## config.mk

```make
export PLATFORM = sky130hd
export DESIGN_NAME = ppu_reg_responder
export DESIGN_NICKNAME = d
export VERILOG_FILES = /design/src/rtl/ppu_reg_responder.sv
export SDC_FILE = /design/constraint.sdc
export NUM_CORES = 1
export LEC_CHECK = 0
export CAP_MARGIN = 10
export CORE_MARGIN = 3
export CORE_UTILIZATION = 45
export DETAILED_ROUTE_END_ITERATION = 7
export PLACE_DENSITY = 0.86
export SKIP_LAST_GASP = 1
export SYNTH_ARGS = -nofsm -noshare
export SYNTH_HDL_FRONTEND = slang
export SYNTH_SLANG_ARGS = --single-unit
```

## constraint.sdc

```tcl
create_clock -name clock -period 3.7 [get_ports clock]
set_input_delay 0.74 -clock clock [delete_from_list [all_inputs] [get_ports clock]]
set_output_delay 0.74 -clock clock [all_outputs]
set_load 0.02 [all_outputs]
```

## src/rtl/ppu_reg_responder.sv

```systemverilog
// ppu_reg_responder
//   PPU-side responder for the CPU register window (PPUCTRL..PPUDATA, OAMDMA).
//   Holds control/mask/status state, the scroll/VRAM address registers
//   (v, t, fine-x, write toggle w), sequences VRAM/OAM data accesses and
//   generates NMI.
//
// Ports
//   clock, reset_n            clock, asynchronous active-low reset
//   clock_en                  CPU-cycle enable (never high two clocks running)
//   reg_sel/en/rw/data_wr     CPU access; accepted on edges with reg_en & clock_en
//   reg_data_rd               registered read data
//   vblank_set/vblank_clr     status timing pulses from the render core
//   sprite0_hit_set           sets status bit 6
//   overflow_set              sets status bit 5
//   ppuctrl, ppumask          current control / mask registers
//   vram_v, vram_t, fine_x    scroll / address state
//   vram_rd/wr/addr/wdata     VRAM strobes (combinational, during the accepting cycle)
//   vram_rdata                VRAM data, valid one clock after vram_rd
//   oam_addr/we/wdata         OAM port (write strobe during the accepting cycle)
//   oam_rdata                 OAM data at oam_addr (combinational)
//   dma_start, dma_page       OAMDMA request (registered pulse + page)
//   nmi                       NMI request level (registered)

package ppu_reg_responder_pkg;
  typedef enum logic [3:0] {
    SEL_CTRL    = 4'd0,
    SEL_MASK    = 4'd1,
    SEL_STATUS  = 4'd2,
    SEL_OAMADDR = 4'd3,
    SEL_OAMDATA = 4'd4,
    SEL_SCROLL  = 4'd5,
    SEL_ADDR    = 4'd6,
    SEL_DATA    = 4'd7,
    SEL_OAMDMA  = 4'd8
  } reg_t;
endpackage

module ppu_reg_responder
  import ppu_reg_responder_pkg::*;
#(
  parameter logic [5:0] PAL_HI = 6'h3F
) (
  input  logic        clock,
  input  logic        reset_n,
  input  logic        clock_en,
  input  reg_t        reg_sel,
  input  logic        reg_en,
  input  logic        reg_rw,
  input  logic [7:0]  reg_data_wr,
  output logic [7:0]  reg_data_rd,
  input  logic        vblank_set,
  input  logic        vblank_clr,
  input  logic        sprite0_hit_set,
  input  logic        overflow_set,
  output logic [7:0]  ppuctrl,
  output logic [7:0]  ppumask,
  output logic [14:0] vram_v,
  output logic [14:0] vram_t,
  output logic [2:0]  fine_x,
  output logic        vram_rd,
  output logic        vram_wr,
  output logic [13:0] vram_addr,
  output logic [7:0]  vram_wdata,
  input  logic [7:0]  vram_rdata,
  output logic [7:0]  oam_addr,
  output logic        oam_we,
  output logic [7:0]  oam_wdata,
  input  logic [7:0]  oam_rdata,
  output logic        dma_start,
  output logic [7:0]  dma_page,
  output logic        nmi
);

  typedef enum logic {S_IDLE, S_RD_WAIT} state_t;

  state_t      r_state, w_state_nxt;

  logic [7:0]  r_ctrl, r_mask, r_latch, r_buf, r_rd, r_oam_addr, r_dma_page;
  logic [14:0] r_v, r_t;
  logic [2:0]  r_x;
  logic        r_w, r_vblank, r_s0, r_ovf, r_nmi, r_dma_start, r_pal;

  logic        w_acc, w_wr, w_rd, w_status_rd, w_data_rd, w_pal;
  logic        w_buf_load, w_pal_load;
  logic [14:0] w_inc;
  logic [7:0]  w_rd_data;

  // Gating with reset_n keeps the combinational strobes quiet while reset is held.
  assign w_acc       = reg_en & clock_en & reset_n;
  assign w_wr        = w_acc & reg_rw;
  assign w_rd        = w_acc & ~reg_rw;
  assign w_status_rd = w_rd & (reg_sel == SEL_STATUS);
  assign w_data_rd   = w_rd & (reg_sel == SEL_DATA);
  assign w_pal       = (r_v[13:8] == PAL_HI);
  assign w_inc       = r_ctrl[2] ? 15'd32 : 15'd1;

  // Read mux: registers without bits of their own fall back to the open-bus latch.
  always_comb begin
    w_rd_data = r_latch;
    case (reg_sel)
      SEL_STATUS:  w_rd_data = {r_vblank, r_s0, r_ovf, r_latch[4:0]};
      SEL_OAMDATA: w_rd_data = oam_rdata;
      SEL_DATA:    w_rd_data = r_buf;
      default:     w_rd_data = r_latch;
    endcase
  end

  // PPUDATA read FSM: state register
  always_ff @(posedge clock or negedge reset_n) begin
    if (!reset_n) r_state <= S_IDLE;
    else          r_state <= w_state_nxt;
  end

  // PPUDATA read FSM: next state
  always_comb begin
    w_state_nxt = S_IDLE;
    case (r_state)
      S_IDLE:    w_state_nxt = w_data_rd ? S_RD_WAIT : S_IDLE;
      S_RD_WAIT: w_state_nxt = w_data_rd ? S_RD_WAIT : S_IDLE;
      default:   w_state_nxt = S_IDLE;
    endcase
  end

  // PPUDATA read FSM: outputs
  always_comb begin
    w_buf_load = 1'b0;
    w_pal_load = 1'b0;
    if (r_state == S_RD_WAIT) begin
      w_buf_load = 1'b1;
      w_pal_load = r_pal;
    end
  end

  // Register file, address state and read data
  always_ff @(posedge clock or negedge reset_n) begin
    if (!reset_n) begin
      r_ctrl      <= '0;
      r_mask      <= '0;
      r_latch     <= '0;
      r_buf       <= '0;
      r_rd        <= '0;
      r_oam_addr  <= '0;
      r_dma_page  <= '0;
      r_dma_start <= 1'b0;
      r_v         <= '0;
      r_t         <= '0;
      r_x         <= '0;
      r_w         <= 1'b0;
      r_pal       <= 1'b0;
    end else begin
      r_dma_start <= w_wr & (reg_sel == SEL_OAMDMA);

      if (w_buf_load) r_buf <= vram_rdata;

      // Palette reads skip the buffer and load one clock later from VRAM.
      if (w_rd && !(w_data_rd && w_pal)) r_rd <= w_rd_data;
      else if (w_pal_load)               r_rd <= {r_latch[7:6], vram_rdata[5:0]};

      if (w_data_rd) r_pal <= w_pal;

      if (w_wr) begin
        r_latch <= reg_data_wr;
        case (reg_sel)
          SEL_CTRL: begin
            r_ctrl      <= reg_data_wr;
            r_t[11:10]  <= reg_data_wr[1:0];
          end
          SEL_MASK:    r_mask <= reg_data_wr;
          SEL_OAMADDR: r_oam_addr <= reg_data_wr;
          SEL_OAMDATA: r_oam_addr <= r_oam_addr + 8'd1;
          SEL_SCROLL: begin
            if (!r_w) begin
              r_t[4:0] <= reg_data_wr[7:3];
              r_x      <= reg_data_wr[2:0];
            end else begin
              r_t[14:12] <= reg_data_wr[2:0];
              r_t[9:5]   <= reg_data_wr[7:3];
            end
            r_w <= ~r_w;
          end
          SEL_ADDR: begin
            if (!r_w) begin
              r_t[14:8] <= {1'b0, reg_data_wr[5:0]};
            end else begin
              r_t[7:0] <= reg_data_wr;
              r_v      <= {r_t[14:8], reg_data_wr};
            end
            r_w <= ~r_w;
          end
          SEL_DATA:   r_v <= r_v + w_inc;
          SEL_OAMDMA: r_dma_page <= reg_data_wr;
          default: ;
        endcase
      end else if (w_rd) begin
        if (reg_sel == SEL_STATUS) r_w <= 1'b0;
        if (reg_sel == SEL_DATA)   r_v <= r_v + w_inc;
      end
    end
  end

  // Status flags and NMI. Clear beats set; a status read on the vblank_set
  // edge suppresses the set.
  always_ff @(posedge clock or negedge reset_n) begin
    if (!reset_n) begin
      r_vblank <= 1'b0;
      r_s0     <= 1'b0;
      r_ovf    <= 1'b0;
      r_nmi    <= 1'b0;
    end else begin
      if (vblank_clr) begin
        r_vblank <= 1'b0;
        r_s0     <= 1'b0;
        r_ovf    <= 1'b0;
      end else begin
        if (w_status_rd)     r_vblank <= 1'b0;
        else if (vblank_set) r_vblank <= 1'b1;
        if (sprite0_hit_set) r_s0  <= 1'b1;
        if (overflow_set)    r_ovf <= 1'b1;
      end
      r_nmi <= r_vblank & r_ctrl[7];
    end
  end

  assign reg_data_rd = r_rd;
  assign ppuctrl     = r_ctrl;
  assign ppumask     = r_mask;
  assign vram_v      = r_v;
  assign vram_t      = r_t;
  assign fine_x      = r_x;
  assign vram_rd     = w_data_rd;
  assign vram_wr     = w_wr & (reg_sel == SEL_DATA);
  assign vram_addr   = r_v[13:0];
  assign vram_wdata  = vram_wr ? reg_data_wr : '0;
  assign oam_addr    = r_oam_addr;
  assign oam_we      = w_wr & (reg_sel == SEL_OAMDATA);
  assign oam_wdata   = oam_we ? reg_data_wr : '0;
  assign dma_start   = r_dma_start;
  assign dma_page    = r_dma_page;
  assign nmi         = r_nmi;

endmodule

```

==> results of run 1 <==
-- Yosys cell counts, drive strengths merged, types with 2 or more instances --
cell / n
a21oi: 57
a221oi: 2
a22oi: 2
a2bb2oi: 3
a31o: 2
a31oi: 5
and2: 6
and3: 18
and4: 4
buf: 31
clkbuf: 22
dfrtp: 97
ha: 4
inv: 11
mux2: 37
mux2i: 7
nand2: 59
nand2b: 4
nand3: 18
nand4: 5
nand4b: 4
nor2: 32
nor2b: 11
nor3: 12
o211ai: 5
o21ai: 39
o221ai: 5
o22a: 9
o22ai: 8
o31ai: 2
o41ai: 2
xnor2: 2
-- state kept, by name (all words and copies together), names as in the netlist --
name         count
dma_page         8
dma_start        1
fine_x           3
nmi              1
oam_addr         8
ppuctrl          8
ppumask          8
r_buf            8
r_latch          8
r_ovf            1
r_pal            1
r_s0             1
r_state          1
r_vblank         1
r_w              1
reg_data_rd      8
vram_t          15
vram_v          15
-- placed cells by master, fill, tap and decap left out, drive strengths merged, types with 8 or more instances in the layout --
cell type | netlist | routed
dfrtp | 97 | 97
nor3 | 12 | 12
nand3 | 18 | 18
buf | 31 | 27
clkdlybuf4s50 | 0 | 143
o21ai | 39 | 39
inv | 11 | 11
mux2 | 37 | 37
nor2 | 32 | 32
nor2b | 11 | 11
o22ai | 8 | 8
a21oi | 57 | 57
o22a | 9 | 9
and3 | 18 | 18
nand2 | 59 | 59
clkbuf | 22 | 10
-- metrics by stage --
stage	instances	hold WS [ns]	total power, µW	utilization, %	cell area (µm²)
final	809	0.207	2960	63.2	6940
after detailed placement	794	0.468	1990	60.4	6630
after global placement	794	0.461	1960	60.4	6630
after floorplan	537	0.444	1630	-	5110
after global routing	809	0.201	3080	63.2	6940
after CTS	809	0.200	2970	63.2	6940
-- power breakdown --
group / internal, µW / total, µW / switching [µW]
combinational: 328 / 690 / 362
clock: 589 / 994 / 405
sequential: 1180 / 1280 / 100
total: 2100 / 2960 / 867
-- final cells by class --
| class | instances | area share (%) |
|---|---|---|
| tap | 140 | 2.52 |
| timing repair buffer | 170 | 23.5 |
| inverter | 11 | 0.595 |
| clock buffer | 10 | 3.30 |
| sequential | 97 | 35.0 |
| clock inverter | 5 | 1.17 |
| multi-input combinational | 376 | 33.9 |
-- metal layers --
| metal | GRT usage (%) | share of wire, % |
|---|---|---|
| met4 | 9.29 | 3.2 |
| met2 | 40.2 | 48 |
| met1 | 31.3 | 40 |
| met3 | 6.74 | 8.9 |
| met5 | 0 | 0 |
-- logic make-up (layout without fill, tap and decap cells) --
kind of cell	after synthesis	after routing
compound gates	147	147
flops	97	97
xor+xnor	2	2
simple gates	179	179
buf+inv	64	196
fa+ha+maj	4	4
mux	44	44
-- how the worst max path moves through the flow --
stage,to,slack (ns)
after global placement,oam_wdata[1],0.32
after global routing,oam_wdata[4],0.04
final,oam_wdata[4],0.18
after floorplan,oam_wdata[0],1.11
after detailed placement,oam_wdata[4],0.19
after CTS,oam_wdata[4],0.18
==> metrics.txt, run 1 <==
outcome=finished, final reports clean; Slew headroom=between 40% and 50%; Worst EP arrival=2.78 ns; vias per cell=5.90; post-synth net total=around 580; Worst Tran Pin Value=0.794 ns; Max clock buf depth=2; Compound-Gate Fraction of Synth Area=between 15 and 20%; largest family of logic cells by synthesized area=simple AND/OR/NAND/NOR gates; Root Buffer Master=clkbuf_16; starting density of the core=46.5%; Synth Flop Type=dfrtp_1; Initial DRT Pass Iterations=5; Top Family by Delay on Critical Path=buffers and inverters; detailed-route via count=about 4,800; gr usage total=roughly a quarter; largest net degree at the start of global routing=59; Port Buffers=144; Slowest-stage cell, CP=clkdlybuf4s50_1; GPL Wtd Cong=0.871; die width=113 µm; ant diodes=0; pre-CTS setup slack=approximately 0.19 ns; Max Cap Violations=0; reg-to-reg setup timing slack=1.67 ns; synthesized area per cell=9.51 µm²; Final Hold Fails=0; Die Area=12,700 µm²; CTS Buf Count=9; Worst Skew=0.00889 ns; fin. max-slew vios=0; mapped cell area=around 5100 µm²; Sink Count=97; count of final setup violators=0; multiplexer area fraction after synthesis=a little under a tenth; Fmax achieved=284 MHz; crit-path cells=clkdlybuf4s50_1 > nand2b_1 > nor3_2 > buf_4 > and3_1 > clkdlybuf4s50_1; top cell type's share of synthesized area=around 48%; Crit path largest cell delay=0.63 ns; setup TNS=0 ns; crit-path max FO=28; largest cells by area after synthesis=dfrtp_1 (48%), mux2_2 (8.2%), a21oi_1 (5.6%); Synth Warn #=0; Lkg Pwr=0.00301 µW; Reg2Reg Depth=8; Req. time, crit path=2.96 ns; share of post-route cells with drive strength above 1=13.2%; R2R Path Start=ppuctrl[2]; residual DRC count=0; crit-path most repeated cell=clkdlybuf4s50_1; initial antenna violation count=0; adder-cell share of the synthesized area=less than 1%; Setup Fix Bufs, Post-CTS=0; RSZ-0062 raised after global routing=false; routed length per instance=just under 20 µm; Seq. cell area=2430 µm²; fill count=861; initial DRC count=304; area leader, netlist=dfrtp_1; Rows=38; multi-input logic area=2350 µm²; CP startpoint kind=input port; final WL=15,600 µm; HP Class=in2async; gr ovfl total=0; CP startpoint=reg_sel[3]; WP buf/inv=3; CTS tree=yes; sequential share of the synthesized area=47.5%; H-tree depth=3; critical path type=in2out; Peak VDD IR=~0.40 mV; XOR/XNOR Fraction of Synth Area=0.343%; Top-Level Pins=145; Post-DRT Antenna Nets=0; core box area=11,000 µm²; first-pass GRT wire length=24,900 µm; Post-synth EDFFs=0; Simple-Gate Fraction of Synth Area=17.9%; CTS Hold Bufs=0; area grow syn2layout=35.9%; nets=roughly 710; clk_lat worst skew=0.34 ns; crit path time final=3.52 ns; Worst-path clk slew=0.07 ns; post-DP HPWL=11,500 µm; ys async rst share=100%; Critical Path Sink Type=output pin; Critical R2R Capture=vram_v[8]; Seq cells post-synth=97; final setup margin=0.175 ns; Synth Instances=approximately 540; Synth cell types=50; post_cts resized=0; Tcrit/Tclk final=95.3%; die height=approximately 110 µm; PD cells=around 430 nW/µm²; vias in the first global route=4,678; number of cells on the critical path=6
Note: power is estimated with default switching activity, not from simulation.
==> run 2, diff against run 1 <==
- CORE_UTILIZATION: 45 -> 25
- PLACE_DENSITY: 0.86 -> 0.57
==> run 2 against run 1 <==
Net effect: die area is 75% higher; sequential share of layout area is 1.0 points lower; largest cell class unchanged; clock power hardly changed; highest routed layer unchanged; via count is 5.7% lower; register-to-register slack hardly changed; power is 0.66% higher; largest power group unchanged; critical endpoint is now oam_wdata[2]; critical path depth stayed put; final area is 3.0% higher; clock skew is 0.0012 ns lower; global-route usage is 8.9 points lower.
==> metrics.txt, run 2 (synthesis results as in run 1) <==
outcome=finished, final reports clean; CP startpoint kind=input port; die width=149 µm (+32%); area grow syn2layout=40.0%; crit-path cells=clkdlybuf4s50_1 > nand2b_1 > nor3_2 > buf_4 > and3_1 > clkdlybuf4s50_1; Tcrit/Tclk final=95.4% (+0.13 points); Peak VDD IR=0.267 mV (-34%); clock share of power=33.9% (+0.4 points); ant diodes=0 (unchanged); Rows=51 (+34%); gr ovfl total=0 (unchanged); Req. time, crit path=2.96 ns (about the same); commonest non-fill, non-tap cells in the layout=clkdlybuf4s50_1 (143), dfrtp_1 (97), nand2_1 (58); Max clock buf depth=2 (unchanged); Max Cap Violations=0 (unchanged); Reg2Reg Depth=8 (unchanged); nets=712 (+0.85%); count of final setup violators=0 (unchanged); Die Area=22,200 µm² (+75%); CTS Hold Bufs=0 (unchanged); multi-input logic area=2350 µm² (unchanged); Worst-path clk slew=0.07 ns (about the same); setup TNS=0 ns (unchanged); Final Hold Fails=0 (unchanged); first-pass GRT wire length=26,700 µm (+7.1%); Seq. cell area=2430 µm² (unchanged); P_sw=890 µW (+2.7%); pre-CTS setup slack=0.136 ns (-0.0532 ns); Critical R2R Capture=vram_v[8]; crit-path max FO=9 (-68%); die height=149 µm (+32%); Root Buffer Master=clkbuf_16; share of power burned in registers=42.9% (-0.3 points); crit-path most repeated cell=clkdlybuf4s50_1; fill count=2,031 (+140%); Top-Level Pins=145 (unchanged); HP Class=in2async; CTS Buf Count=9 (unchanged); residual DRC count=0 (unchanged); routed length per instance=18.6 µm (-3.9%); core box area=19,800 µm² (+80%); starting density of the core=25.8% (-21 points); final setup margin=0.171 ns (-0.00482 ns); clk_lat worst skew=0.35 ns (about the same); gr usage total=15.7% (-8.9 points); initial antenna violation count=0 (unchanged); vias in the first global route=4,388 (-6.2%); Crit path largest cell delay=0.64 ns (about the same); Sink Count=97 (unchanged); GPL Wtd Cong=0.786 (-9.7%); R2R Path Start=ppuctrl[2]; crit path time final=3.53 ns (+0.00482 ns); Final Util=36.1% (-27 points); WHS=0.184 ns (-0.0224 ns); vias per cell=4.79 (-19%); Slowest-stage cell, CP=clkdlybuf4s50_1; reg-to-reg setup timing slack=1.67 ns (about the same); critical path type=in2out; Critical Path Sink Type=output pin; Int Pwr=2090 µW (-0.18%); Cell Count Post-Placement=925 (+16%); Setup Fix Bufs, Post-CTS=0 (unchanged); non-filler cells, final=941 (+16%); most common cell after layout, fill and taps aside=clkdlybuf4s50_1; Net Sw Frac=29.8% (+0.59 points); Worst Skew=0.00764 ns (-0.00125 ns); Slew headroom=36.8% (-10 points); post_cts resized=0 (unchanged); final WL=17,500 µm (+12%); CTS tree=yes; combinational fraction of design power=23.2% (about the same); Worst Tran Pin Value=0.948 ns (+0.153 ns); detailed-route via count=4,506 (-5.7%); PD cells=417 nW/µm² (-2.3%); Fmax achieved=283 MHz (-0.14%); RSZ-0062 raised after global routing=false; post-DP HPWL=12,800 µm (+11%); Post-DRT Antenna Nets=0 (unchanged); Lkg Pwr=0.00305 µW (+1.2%); initial DRC count=230 (-24%); fin. max-slew vios=0 (unchanged); share of post-route cells with drive strength above 1=14.1% (+0.90 points); Worst EP arrival=2.79 ns (about the same); Initial DRT Pass Iterations=6 (+1); Port Buffers=144 (unchanged); largest net degree at the start of global routing=71 (+20%); H-tree depth=3 (unchanged)
[run 2: through the flow]
step,instance area (µm²),power [µW]
2_1_floorplan,5110,1630
3_3_place_gp,6830,1990
3_5_place_dp,6830,2000
4_1_cts,7150,3020
5_1_grt,7150,3130
6_report,7150,2980
[run 2: power groups by stage]
stage | registers [µW] | logic, µW | clock network [µW]
floorplan | 1380 | 245 | 0
global placement | 1300 | 695 | 0
detailed placement | 1300 | 697 | 0
CTS | 1280 | 701 | 1040
global route | 1300 | 753 | 1080
finish | 1280 | 692 | 1010
[run 2: worst max path at each step]
stage	startpoint	end	slack (ns)	cells past startpoint
2_1_floorplan	reg_sel[1]	oam_wdata[0]	1.11	5
3_3_place_gp	reg_sel[2]	oam_wdata[4]	0.17	6
3_5_place_dp	reg_sel[2]	oam_wdata[2]	0.14	6
4_1_cts	reg_sel[2]	oam_wdata[2]	0.14	6
5_1_grt	reg_sel[2]	oam_wdata[2]	0.008	6
6_report	reg_sel[2]	oam_wdata[2]	0.17	6
[run 2: layout make-up]
| cell class | count | share of cell area (%) |
|---|---|---|
| Clock buffer | 13 | 3.78 |
| Clock inverter | 3 | 0.665 |
| Inverter | 11 | 0.577 |
| Multi-Input combinational cell | 376 | 32.9 |
| Sequential cell | 97 | 33.9 |
| Tap cell | 265 | 4.64 |
| Timing Repair Buffer | 176 | 23.5 |
[run 2: critical path: cells and delay by family]
| family | cells | cell delay [ns] |
|---|---|---|
| and+or+nand+nor | 3 | 0.57 |
| buffers and inverters | 3 | 1.48 |
[run 2: per-layer routing]
metal	track usage [%]	part of all wire, %	vias to the layer above
li1	-	-	2188
met1	22.3	48	2177
met2	23.8	44	129
met3	4.53	7.0	12
met4	3.57	1.0	0
met5	0	0	-
==> run 3, diff against run 2 <==
- PLACE_DENSITY: 0.57 -> 0.59
- SKIP_CTS_REPAIR_TIMING: unset -> 1
- SLEW_MARGIN: unset -> 0
- clock period: 3.7 -> 3.03 ns (I/O delays scaled with it)
==> run 3 against run 2 <==
Net effect: wire length decreased by 1.8%; via count rose by 3.1%; sequential power is 22% higher; clock-buffer cell count is 3 lower; global-route usage shrank 0.31 points; utilization grew 1.5 points; sequential share of layout area is 1.3 points lower; non-clock buffer count increased by 29; critical path depth down 1; the flow now finishes with violations (negative setup slack); flip-flop and latch count is the same; clock skew is 0.0032 ns higher.
==> metrics.txt, run 3 (synthesis results as in run 1) <==
residual DRC count=0 (unchanged); failing checks=negative setup slack; outcome=finished with violations; setup TNS=-0.118 ns (-0.118 ns); crit path time final=between 3 and 4 ns; Worst Skew=0.0108 ns (+0.00319 ns); Max Cap Violations=0 (unchanged); RSZ-0062 raised after global routing=true; Tcrit/Tclk final=103%; GPL Wtd Cong=0.783 (-0.47%); Max clock buf depth=2 (unchanged); final setup margin=-0.0862 ns (-0.257 ns); Fmax achieved=321 MHz; fin. max-slew vios=0 (unchanged); first-pass GRT wire length=26,200 µm (-1.7%); Slew headroom=40.5% (+3.7 points); Final Hold Fails=0 (unchanged); Port Buffers=144 (unchanged); Cell Area, Placed=7090 µm² (+3.7%); Req. time, crit path=2.42 ns (-0.54 ns); gr usage total=15.4% (-0.31 points); clk_lat worst skew=0.36 ns (about the same); critical path type=in2out; Lkg Pwr=0.00347 µW (+14%); M2 GR Usage=22.4% (-1.4 points); vias in the first global route=4,399 (+0.25%); CTS Buf Count=9 (unchanged); routed length per instance=17.7 µm (-4.8%); post-DP HPWL=12,800 µm (+0.55%); Worst-path clk slew=0.07 ns (about the same); core box area=19,800 µm² (unchanged); Worst EP arrival=2.51 ns (-0.28 ns); Root Buffer Master=clkbuf_16; cell area after layout=7440 µm² (+4.1%); H-tree depth=3 (unchanged); Critical Path Sink Type=output pin; area grow syn2layout=45.7%; share of post-route cells with drive strength above 1=18.0% (+4.0 points); die width=149 µm (unchanged); die height=149 µm (unchanged); Sink Count=97 (unchanged); starting density of the core=25.8% (unchanged); HP Class=in2async; CTS tree=yes; ant diodes=0 (unchanged); Top-Level Pins=145 (unchanged); largest net degree at the start of global routing=68 (-4.2%); Peak VDD IR=0.280 mV (+4.7%); Rows=51 (unchanged); commonest non-fill, non-tap cells in the layout=clkdlybuf4s50_1 (128), dfrtp_1 (97), nand2_1 (58), buf_4 (58), a21oi_1 (57); initial DRC count=312 (+36%); initial antenna violation count=0 (unchanged); Post-DRT Antenna Nets=0 (unchanged); fill count=1,995 (-1.8%); PD cells=473 nW/µm² (+13%); most crowded layer after global routing=met2; multi-input logic area=2390 µm² (+1.4%); crit-path max FO=6 (-3); grt met1 use=22.0% (-0.22 points); Initial DRT Pass Iterations=5 (-1); nets=741 (+4.1%); Seq. cell area=2430 µm² (unchanged); Die Area=22,200 µm² (unchanged); met3 Usage GRT=5.56% (+1.0 points); detailed-route via count=4,644 (+3.1%); count of final setup violators=3 (+3); Worst Tran Pin Value=0.892 ns (-0.0554 ns); final WL=17,200 µm (-1.8%); vias per cell=4.79 (about the same); CP startpoint kind=input port; most common cell after layout, fill and taps aside=clkdlybuf4s50_1; gr ovfl total=0 (unchanged)
[run 3: layout make-up]
class,instances,share of cell area (%)
Sequential cell,97,32.6
Multi-Input combinational cell,376,32.1
Timing Repair Buffer,205,26.7
Tap cell,265,4.46
Clock buffer,10,3.08
Clock inverter,6,0.572
Inverter,11,0.555
[run 3: per-stage QoR]
step                      power (µW)  cells  util (%)  worst slack (ns)  hold slack [ns]
after floorplan                 1990    537         -             0.703            0.310
after global placement          2450    952      35.8            -0.185            0.430
after detailed placement        2460    952      35.8            -0.178            0.432
after CTS                       3560    968      37.2            -0.197           0.0420
after global routing            3700    970      37.6            -0.140           0.0408
final                           3520    970      37.6           -0.0862           0.0523
[run 3: final timing paths]
check / start / end / slack (ns) / cells after the start
worst min-delay path: reset_n / ppuctrl[5] / 0.05 / 1
worst max register to register: ppuctrl[2] / vram_v[8] / 1.03 / 8
min in group clock: dma_page[1] / dma_page[1] / 0.48 / 2
max in group asynchronous: reset_n / ppumask[7] / 1.89 / 2
worst min register to register: dma_page[1] / dma_page[1] / 0.48 / 2
worst max-delay path: reg_sel[2] / vram_wdata[4] / -0.09 / 5
[run 3: layer usage]
| layer | up-vias | wire length, µm |
|---|---|---|
| met5 | - | 0 |
| met4 | 0 | 198 |
| met3 | 18 | 1380 |
| met2 | 157 | 7450 |
| met1 | 2225 | 8120 |
| li1 | 2244 | - |
[run 3: worst max-delay path: stages]
cell             delay [ns]
clkdlybuf4s50_1        0.62
buf_4                  0.19
and4b_2                0.31
and3_1                 0.18
clkdlybuf4s50_1        0.60
[run 3: power breakdown]
part	internal [µW]	switching [µW]
logic	423	450
clock network	559	525
registers	1440	123
